## src/rtl/mips_pkg.sv

```systemverilog
// Shared MIPS pipeline definitions: memory access size encodings and the
// data-memory access controller state encoding.
package mips_pkg;

  localparam logic [1:0] SZ_BYTE = 2'b00;
  localparam logic [1:0] SZ_HALF = 2'b01;
  localparam logic [1:0] SZ_WORD = 2'b10;

  typedef enum logic [1:0] {
    MA_IDLE = 2'd0,
    MA_BUS  = 2'd1,
    MA_DONE = 2'd2
  } ma_state_e;

  // Encoding 2'b11 is treated as a word access.
  function automatic logic size_is_word(input logic [1:0] size);
    return size[1];
  endfunction

endpackage

```

## src/rtl/mem_access_unit_if.sv

```systemverilog
// Data-bus request/acknowledge channel between the MEM-stage access unit
// (master) and the data memory (slave).
interface mem_access_unit_if;

  logic        bus_req;
  logic        bus_we;
  logic [31:0] bus_addr;
  logic [3:0]  bus_be;
  logic [31:0] bus_wdata;
  logic        bus_ack;
  logic [31:0] bus_rdata;

  modport master (
    output bus_req, bus_we, bus_addr, bus_be, bus_wdata,
    input  bus_ack, bus_rdata
  );

  modport slave (
    input  bus_req, bus_we, bus_addr, bus_be, bus_wdata,
    output bus_ack, bus_rdata
  );

endinterface

```

## src/rtl/mem_lane_align.sv

```systemverilog
// Little-endian lane steering: byte enables and replicated store data for the
// store path, byte/half extraction with sign/zero extension for the load path.
module mem_lane_align
  import mips_pkg::*;
(
  input  logic [1:0]  size,
  input  logic [1:0]  lane,
  input  logic        sign_ext,
  input  logic [31:0] data_in,
  output logic [3:0]  be,
  output logic [31:0] wr_data,
  output logic [31:0] rd_data
);

  logic [7:0]  sel_byte;
  logic [15:0] sel_half;

  always_comb begin
    // NOTE: every output is given a default before any branch so that no
    // path through the block leaves a value unassigned and infers a latch.
    sel_byte = data_in[7:0];
    sel_half = lane[1] ? data_in[31:16] : data_in[15:0];
    be       = 4'b1111;
    wr_data  = data_in;
    rd_data  = data_in;

    case (lane)
      2'd1:    sel_byte = data_in[15:8];
      2'd2:    sel_byte = data_in[23:16];
      2'd3:    sel_byte = data_in[31:24];
      default: sel_byte = data_in[7:0];
    endcase

    if (!size_is_word(size)) begin
      if (size == SZ_HALF) begin
        // Half accesses only look at addr[1]; addr[0] never shifts the lane.
        be      = 4'b0011 << {lane[1], 1'b0};
        wr_data = {2{data_in[15:0]}};
        rd_data = {{16{sign_ext & sel_half[15]}}, sel_half};
      end else begin
        be      = 4'b0001 << lane;
        wr_data = {4{data_in[7:0]}};
        rd_data = {{24{sign_ext & sel_byte[7]}}, sel_byte};
      end
    end
  end

endmodule

```

## src/rtl/mem_access_unit.sv

```systemverilog
// MEM-stage data-memory access controller: runs a req/ack bus transaction per
// load/store and stalls the pipeline until it completes. Optional alignment
// trap enabled by defining MEM_ALIGN_CHECK_EN.
module mem_access_unit
  import mips_pkg::*;
#(
  parameter int TIMEOUT_CYCLES = 255
) (
  input  logic              clk,
  input  logic              rst,
  input  logic              req_valid,
  input  logic              mem_rd,
  input  logic              mem_wr,
  input  logic [1:0]        size,
  input  logic              sign_ext,
  input  logic [31:0]       addr,
  input  logic [31:0]       wdata,
  output logic              stall,
  output logic [31:0]       rdata,
  output logic              bus_err,
  output logic              misalign,
  mem_access_unit_if.master bus
);

  localparam int CW = (TIMEOUT_CYCLES > 1) ? $clog2(TIMEOUT_CYCLES) : 1;
  localparam logic [CW-1:0] TMO_LAST = CW'((TIMEOUT_CYCLES > 0) ? TIMEOUT_CYCLES - 1 : 0);

  ma_state_e     state;
  logic [CW-1:0] tmo_cnt;
  logic          req_go;
  logic          req_misaligned;
  logic          timeout_hit;

  logic [29:0]   lat_word_addr;
  logic [1:0]    lat_lane;
  logic [1:0]    lat_size;
  logic          lat_sign;
  logic          lat_we;
  logic [3:0]    lat_be;
  logic [31:0]   lat_wdata;

  logic [3:0]    st_be;
  logic [31:0]   st_wdata;
  logic [31:0]   ld_data;
  logic [31:0]   st_rd_unused;
  logic [3:0]    ld_be_unused;
  logic [31:0]   ld_wr_unused;

  assign req_go      = req_valid & (mem_rd | mem_wr);
  assign timeout_hit = (TIMEOUT_CYCLES != 0) && (tmo_cnt == TMO_LAST);

  mem_lane_align u_store_align (
    .size     (size),
    .lane     (addr[1:0]),
    .sign_ext (1'b0),
    .data_in  (wdata),
    .be       (st_be),
    .wr_data  (st_wdata),
    .rd_data  (st_rd_unused)
  );

  mem_lane_align u_load_align (
    .size     (lat_size),
    .lane     (lat_lane),
    .sign_ext (lat_sign),
    .data_in  (bus.bus_rdata),
    .be       (ld_be_unused),
    .wr_data  (ld_wr_unused),
    .rd_data  (ld_data)
  );

`ifdef MEM_ALIGN_CHECK_EN
  assign req_misaligned = ((size == SZ_HALF) && addr[0]) ||
                          (size_is_word(size) && (addr[1:0] != 2'b00));

  always_ff @(posedge clk) begin
    if (rst) begin
      misalign <= 1'b0;
    end else if ((state == MA_IDLE) && req_go && req_misaligned) begin
      misalign <= 1'b1;
    end else if (state == MA_DONE) begin
      misalign <= 1'b0;
    end
  end
`else
  assign req_misaligned = 1'b0;
  assign misalign       = 1'b0;
`endif

  // NOTE: state registers use non-blocking assignments only, so every
  // register samples pre-edge values and the order of statements is irrelevant.
  always_ff @(posedge clk) begin
    if (rst) begin
      state         <= MA_IDLE;
      tmo_cnt       <= '0;
      rdata         <= '0;
      bus_err       <= 1'b0;
      lat_word_addr <= '0;
      lat_lane      <= '0;
      lat_size      <= '0;
      lat_sign      <= 1'b0;
      lat_we        <= 1'b0;
      lat_be        <= '0;
      lat_wdata     <= '0;
    end else begin
      case (state)
        MA_IDLE: begin
          if (req_go) begin
            lat_word_addr <= addr[31:2];
            lat_lane      <= addr[1:0];
            lat_size      <= size;
            lat_sign      <= sign_ext;
            lat_we        <= mem_wr;
            lat_be        <= st_be;
            lat_wdata     <= st_wdata;
            tmo_cnt       <= '0;
            if (req_misaligned) begin
              state <= MA_DONE;
              rdata <= '0;
            end else begin
              state <= MA_BUS;
            end
          end
        end

        MA_BUS: begin
          // An ack in the same cycle as the timeout still completes normally.
          if (bus.bus_ack) begin
            state <= MA_DONE;
            if (!lat_we) begin
              rdata <= ld_data;
            end
          end else if (timeout_hit) begin
            state   <= MA_DONE;
            bus_err <= 1'b1;
            rdata   <= '0;
          end else begin
            tmo_cnt <= tmo_cnt + CW'(1);
          end
        end

        MA_DONE: begin
          state   <= MA_IDLE;
          bus_err <= 1'b0;
        end

        default: state <= MA_IDLE;
      endcase
    end
  end

  // The pipeline is frozen from the request cycle until DONE, when it advances.
  assign stall = ((state == MA_IDLE) && req_go) || (state == MA_BUS);

  assign bus.bus_req   = (state == MA_BUS);
  assign bus.bus_we    = lat_we;
  assign bus.bus_addr  = {lat_word_addr, 2'b00};
  assign bus.bus_be    = lat_be;
  assign bus.bus_wdata = lat_wdata;

endmodule

```

## src/flat_wrapper.sv

```systemverilog
// flat-port wrapper written by rule: the top's interface ports become plain ports
module mem_access_unit_flat import mips_pkg::*;
#(
  parameter int TIMEOUT_CYCLES = 255
)
  (clk, rst, req_valid, mem_rd, mem_wr, size, sign_ext, addr, wdata, stall, rdata, bus_err, misalign, bus_bus_req, bus_bus_we, bus_bus_addr, bus_bus_be, bus_bus_wdata, bus_bus_ack, bus_bus_rdata);
  mem_access_unit_if bus_i ();
  input  logic clk;
  input  logic rst;
  input  logic req_valid;
  input  logic mem_rd;
  input  logic mem_wr;
  input  logic [1:0] size;
  input  logic sign_ext;
  input  logic [31:0] addr;
  input  logic [31:0] wdata;
  output logic stall;
  output logic [31:0] rdata;
  output logic bus_err;
  output logic misalign;
  output wire logic [$bits(bus_i.bus_req)-1:0] bus_bus_req;
  output wire logic [$bits(bus_i.bus_we)-1:0] bus_bus_we;
  output wire logic [$bits(bus_i.bus_addr)-1:0] bus_bus_addr;
  output wire logic [$bits(bus_i.bus_be)-1:0] bus_bus_be;
  output wire logic [$bits(bus_i.bus_wdata)-1:0] bus_bus_wdata;
  input wire logic [$bits(bus_i.bus_ack)-1:0] bus_bus_ack;
  input wire logic [$bits(bus_i.bus_rdata)-1:0] bus_bus_rdata;
  assign bus_bus_req = bus_i.bus_req;
  assign bus_bus_we = bus_i.bus_we;
  assign bus_bus_addr = bus_i.bus_addr;
  assign bus_bus_be = bus_i.bus_be;
  assign bus_bus_wdata = bus_i.bus_wdata;
  assign bus_i.bus_ack = bus_bus_ack;
  assign bus_i.bus_rdata = bus_bus_rdata;
  mem_access_unit #(.TIMEOUT_CYCLES(TIMEOUT_CYCLES)) u_core (.clk(clk), .rst(rst), .req_valid(req_valid), .mem_rd(mem_rd), .mem_wr(mem_wr), .size(size), .sign_ext(sign_ext), .addr(addr), .wdata(wdata), .stall(stall), .rdata(rdata), .bus_err(bus_err), .misalign(misalign), .bus(bus_i));
endmodule
```

## config.mk

```make
export PLATFORM = sky130hd
export DESIGN_NAME = mem_access_unit_flat
export DESIGN_NICKNAME = d
export VERILOG_FILES = /design/src/rtl/mips_pkg.sv /design/src/rtl/mem_access_unit_if.sv /design/src/rtl/mem_lane_align.sv /design/src/rtl/mem_access_unit.sv /design/src/flat_wrapper.sv
export SDC_FILE = /design/constraint.sdc
export NUM_CORES = 1
export LEC_CHECK = 0
export BUFFER_PORTS_ARGS = -buffer_cell sky130_fd_sc_hd__buf_2
export CORE_MARGIN = 3
export CORE_UTILIZATION = 56
export DETAILED_ROUTE_END_ITERATION = 10
export GPL_TIMING_DRIVEN = 1
export PLACE_DENSITY_LB_ADDON = 0.25
export SLEW_MARGIN = 5
export SYNTH_ARGS = -nofsm -noshare
export SYNTH_HDL_FRONTEND = slang
export SYNTH_HIERARCHICAL = 1
export SYNTH_SLANG_ARGS = --single-unit
```

## constraint.sdc

```tcl
create_clock -name clk -period 3.1 [get_ports clk]
set_clock_uncertainty 0.2 [all_clocks]
set_input_delay 0.62 -clock clk [delete_from_list [all_inputs] [get_ports clk]]
set_output_delay 0.62 -clock clk [all_outputs]
set_load 0.005 [all_outputs]
```

==> summary.md, run 1 <==
| Metric | Value |
|---|---|
| Crit path to | `stall` |
| Status | `finished clean` |
| HPWL after DPL | `11.0 mm` |
| Number of hold buffers added after cts | `0` |
| Antenna fix cells | `0` |
| Vias per inst | `5.63` |
| DRC | `0` |
| Die Y | `106 um` |
| CTS tree | `done` |
| Share of cells above drive strength 1 | `31.3%` |
| Critical path peak fanout | `15` |
| First-pass DRT Iterations | `5` |
| Total congestion overflow | `0` |
| Startpoint Class | `flip-flop` |
| TritonCTS Buffers | `17` |
| Hold WC Path Type | `input port to flip-flop` |
| DR vias | `5,625` |
| P&R area growth vs syn | `26.0%` |
| CP max-delay cell | `ha_1` |
| Initial Utilization | `58.9%` |
| Critical path origin | `u_core/state[1]$_SDFFE_PP0P_` |
| CP peak stage delay | `490 ps` |
| Endpoints failing setup | `0` |
| Critical path type | `flip-flop to output port` |
| Tmin final | `2520 ps` |
| Post-CTS Setup Bufs | `0` |
| Peak supply drop | `0.394 mV` |
| Synthesized instance count | `692` |
| WP buf/inv | `2` |
| Slew Viols, Final | `0` |
| Area of the die | `11,200 sq um` |
| Post-CTS sizing | `0` |
| Finished Core Util | `74.3%` |
| Synth Warn # | `6` |
| Met2 WL | `8.09 mm` |
| Syn_area_per_cell | `8.06 sq um` |
| WP data arrival | `1700 ps` |
| Final Cycle Share | `81.2%` |
| Initial antenna violation count | `0` |
| Antenna-violating nets left | `0` |
| Starting DRT DRC Count | `382` |
| CTS sink count | `115` |
| Slew headroom | `51.9%` |
| Die W | `106 um` |
| CP Cell Sequence | `inv_1 > ha_1 > nand2b_1 > buf_2` |
| Mapped cell area | `5580 sq um` |
| Post-route cell area | `7030 sq um` |
| PwrDens | `577 nW/um^2` |
| Tot GR Track Use | `28.1%` |
| Vias in the first global route | `5,414` |
| Reg-to-Reg End | `u_core/rdata[0]$_SDFFE_PP0P_` |
| Final hold violation count | `0` |
| Max clock buf depth | `2` |
| Worst Path Required | `2280 ps` |
| Met3 WL | `1.30 mm` |
| CP Capture Type | `output port` |
| Worst-Margin Slew | `719 ps` |
| IO Port Bufs | `206` |
| Largest net degree at the start of global routing | `74` |
| Worst skew pair latency | `510 ps` |
| Cell Area, Placed | `6470 sq um` |
| Setup Slack @ Placement | `737 ps` |
| Leakage | `3.18 nW` |
| Final #Nets | `968` |
| H-tree levels | `4` |
| RR Startpoint | `u_core/lat_lane[1]$_SDFFE_PP0P_` |
| Setup Total Neg Slack | `0 ps` |
| Critical path depth | `4` |
| RSZ-0062 raised after global routing | `no` |
| Worst reg-to-reg path cell count | `5` |
| Routability Congestion | `0.862` |
| Reg2reg setup slack | `690 ps` |
| Fin worst setup slack | `582 ps` |
| Final total power | `4.05 mW` |
| Crit path max-delay family | `adder cells` |
| First-pass GRT wire length | `25.7 mm` |
| Clock-pin slew on the worst setup and hold paths | `60 ps` |
| Max_cap viols | `0` |
| M1 WL | `6.34 mm` |
| Io pins | `210` |
| Core outline area | `9460 sq um` |
| Site row count | `35` |
| Routed length per instance | `16.1 um` |
| Final wirelength | `16.1 mm` |
| Top layer in use | `met4` |
| Fmax | `397 MHz` |
| Root buf cell | `clkbuf_8` |
[worst reg2reg max path: stages (launching register included)]
cell and delay, ps:
dfxtp_1 490, buf_4 330, nor2b_1 600, and2_0 390
a221o_1 230, a22o_1 120
[layer usage]
metal,global-route usage (%),vias up
met4,10.9,0
met3,7.16,34
li1,-,2713
met1,33.4,2610
met2,48.4,268
met5,0,-
[metrics by stage]
stage	std cells	hold slack, ps
final	1000	144
after detailed placement	968	243
after global routing	1000	139
after CTS	1000	119
after floorplan	694	233
after global placement	968	240
[cell usage in the layout (no fill, tap or decap), types with 13 or more instances in the layout]
master,n
nand2_1,196
buf_2,206
dfxtp_1,115
nor2_1,13
a21oi_1,88
clkbuf_16,16
o211ai_1,16
a22o_1,32
mux2i_1,15
o21ai_0,22
nor2b_1,15
inv_1,15
[how the worst min path moves through the flow]
stage	startpoint	endpoint	slack [ps]	cells past startpoint
2_1_floorplan	u_core/lat_lane[0]$_SDFFE_PP0P_	u_core/lat_lane[0]$_SDFFE_PP0P_	230	2
3_3_place_gp	u_core/lat_word_addr[16]$_SDFFE_PP0P_	u_core/lat_word_addr[16]$_SDFFE_PP0P_	240	2
3_5_place_dp	u_core/bus.bus_wdata[27]$_SDFFE_PP0P_	u_core/bus.bus_wdata[27]$_SDFFE_PP0P_	240	2
4_1_cts	addr[14]	u_core/lat_word_addr[12]$_SDFFE_PP0P_	120	3
5_1_grt	addr[7]	u_core/lat_word_addr[5]$_SDFFE_PP0P_	140	3
6_report	addr[7]	u_core/lat_word_addr[5]$_SDFFE_PP0P_	140	3
[report_power, final]
part	internal, mW	total [mW]	switching (mW)
registers	1.56	1.61	0.0486
logic	0.253	0.626	0.373
clock network	1.16	1.82	0.660
[state kept, by name, indices dropped and copies added (netlist names)]
name,cells
u_core/bus.bus_wdata,32
u_core/rdata,32
u_core/lat_word_addr,30
u_core/tmo_cnt,8
u_core/bus.bus_be,4
u_core/lat_lane,2
u_core/lat_size,2
u_core/state,2
u_core/bus.bus_we,1
u_core/bus_err,1
u_core/lat_sign,1
[final cells by class]
cell class	count	area, sq um
multi-input cells	491	2830
fillers	749	2430
flip-flops and latches	115	2300
repair buffers	215	1110
clock buffers	22	443
well taps	129	161
clock inverters	10	109
inverters	18	67.6
(Power assumes the default switching activity.)
==> inputs of run 2 (changes only) <==
--- a/config.mk
+++ b/config.mk
@@ -5,9 +5,10 @@
 export SDC_FILE = /design/constraint.sdc
 export NUM_CORES = 1
 export LEC_CHECK = 0
+export ABC_AREA = 1
 export BUFFER_PORTS_ARGS = -buffer_cell sky130_fd_sc_hd__buf_2
 export CORE_MARGIN = 3
-export CORE_UTILIZATION = 56
+export CORE_UTILIZATION = 47
 export DETAILED_ROUTE_END_ITERATION = 10
 export GPL_TIMING_DRIVEN = 1
 export PLACE_DENSITY_LB_ADDON = 0.25
==> constraint.sdc (replaced) <==
create_clock -name clk -period 2.2 [get_ports clk]
set_clock_uncertainty 0.2 [all_clocks]
set_input_delay 0.44 -clock clk [delete_from_list [all_inputs] [get_ports clk]]
set_output_delay 0.44 -clock clk [all_outputs]
set_load 0.005 [all_outputs]
==> summary.md, run 2 <==
| Metric | Value |
|---|---|
| Io pins | `210` |
| Routability Congestion | `0.969` |
| First-pass GRT wire length | `26.5 mm` |
| Met2 Use GR | `38.9%` |
| Synth Warn # | `6` |
| WP data arrival | `1450 ps` |
| Setup Total Neg Slack | `0 ps` |
| PwrDens | `835 nW/um^2` |
| Vias per inst | `5.13` |
| Most frequent cells in the layout | `309 x nand2_1, 206 x buf_2, 113 x dfxtp_1, 80 x a21oi_1, 69 x nor2_1` |
| Critical path peak fanout | `6` |
| TritonCTS Buffers | `17` |
| Tmin final | `2090 ps` |
| Slew Viols, Final | `0` |
| Mapped cell area | `5780 sq um` |
| Area occupied by multi-input gates | `2930 sq um` |
| FILL cells | `1,119` |
| CTS sink count | `115` |
| Max clock buf depth | `2` |
| Status | `finished clean` |
| Clock-pin slew on the worst setup and hold paths | `50 ps` |
| Total congestion overflow | `0` |
| Combinational group share of total power | `19.1%` |
| Critical path type | `flip-flop to output port` |
| First-pass DRT Iterations | `5` |
| Hold WC Path Type | `input port to flip-flop` |
| GR Util met1 | `30.2%` |
| Clock power share | `42.7%` |
| Antenna-violating nets left | `0` |
| Reg2reg setup slack | `230 ps` |
| Final total power | `6.19 mW` |
| H-tree levels | `4` |
| Synthesized instance count | `853` |
| Max_cap viols | `0` |
| Die W | `117 um` |
| Register area | `2300 sq um` |
| Sequential Power Share | `38.3%` |
| GRT busiest layer | `met2` |
| Area of the die | `13,700 sq um` |
| CTS tree | `done` |
| Final hold violation count | `0` |
| Final wirelength | `17.0 mm` |
| DRC | `0` |
| Routed length per instance | `14.3 um` |
| RSZ-0062 raised after global routing | `no` |
| Site row count | `39` |
| Met3 usage | `9.56%` |
| Initial antenna violation count | `1` |
| P&R area growth vs syn | `28.3%` |
| Startpoint Class | `flip-flop` |
| Internal power | `4.46 mW` |
| Largest net degree at the start of global routing | `75` |
| Inst Count DP | `1,147` |
| Starting DRT DRC Count | `388` |
| Switching share of total power | `27.9%` |
| DR vias | `6,069` |
| Number of hold buffers added after cts | `0` |
| Initial Utilization | `49.4%` |
| Worst skew pair latency | `400 ps` |
| Fmax | `479 MHz` |
| Final #Nets | `1,136` |
| Antenna fix cells | `0` |
| Switch Pwr | `1.73 mW` |
| Final Cycle Share | `94.9%` |
| Worst Path Required | `1560 ps` |
| Die Y | `117 um` |
| Commonest non-fill, non-tap cell in the layout | `nand2_1` |
| Non-Filler Instances | `1,182` |
| Tot GR Track Use | `24.4%` |
| HPWL after DPL | `11.7 mm` |
| Syn_area_per_cell | `6.78 sq um` |
| Fin worst setup slack | `112 ps` |
| CP Capture Type | `output port` |
| Endpoints failing setup | `0` |
| Core outline area | `11,700 sq um` |
| IO Port Bufs | `206` |
| Share of cells above drive strength 1 | `27.5%` |
| Vias in the first global route | `5,521` |
| Setup Slack @ Placement | `129 ps` |
| Hold WS | `76.0 ps` |
| Leakage | `3.93 nW` |
| Root buf cell | `clkbuf_16` |
| Peak supply drop | `0.624 mV` |
-- run 2: changes by cell type in the layout (fill, tap and decap cells not counted), moves of 22 or more --
cell and delta:
o21ai_1 +25, a22oi_1 +32, nand2_1 +113, inv_1 +22
nor2_1 +56, nand3_1 +32, a22o_1 -32
-- run 2: cell type report --
class                           instances  share of cell area (%)
Clock buffer                           22                    6.26
Clock inverter                         10                    1.45
Inverter                               45                    2.28
Multi-Input combinational cell        623                    39.4
Sequential cell                       115                    31.1
Tap cell                              143                    2.41
Timing Repair Buffer                  224                    17.1
-- run 2: final timing paths --
path,start,to,cells past startpoint
worst max-delay path,u_core/state[1]$_SDFFE_PP0P_,stall,5
worst min-delay path,addr[5],u_core/lat_word_addr[3]$_SDFFE_PP0P_,3
worst max register to register,u_core/lat_lane[0]$_SDFFE_PP0P_,u_core/rdata[26]$_SDFFE_PP0P_,7
worst min register to register,u_core/bus.bus_wdata[3]$_SDFFE_PP0P_,u_core/bus.bus_wdata[3]$_SDFFE_PP0P_,2
-- run 2: stage by stage --
| step | util [%] | cell area, sq um |
|---|---|---|
| after floorplan | - | 5790 |
| after global placement | 57.5 | 6730 |
| after detailed placement | 57.5 | 6730 |
| after CTS | 63.1 | 7390 |
| after global routing | 63.3 | 7420 |
| final | 63.3 | 7420 |
-- run 2: metal layers --
layer	vias up	wire [um]
li1	3080	-
met1	2725	7080
met2	240	7800
met3	22	1730
met4	2	327
met5	-	7
-- run 2: what timing repair did --
action / in CTS / in global routing
gates cloned: 2 / 0
setup endpoints to repair: 1 / 13
setup buffers: 1 / 0
resized for setup: 3 / 7
pin swaps: 0 / 0
-- run 2: critical path, stage by stage (launching register included) --
cell and delay, ps:
dfxtp_1 340, inv_2 70, ha_4 200, inv_1 220, nand2_1 80, buf_2 130
-- run 2: power by group through the flow --
stage | logic [mW] | clock network [mW] | registers [mW]
5_1_grt | 1.32 | 2.79 | 2.39
2_1_floorplan | 0.717 | 0 | 2.40
3_3_place_gp | 1.10 | 0 | 2.40
4_1_cts | 1.17 | 2.69 | 2.37
6_report | 1.18 | 2.64 | 2.37
3_5_place_dp | 1.11 | 0 | 2.41
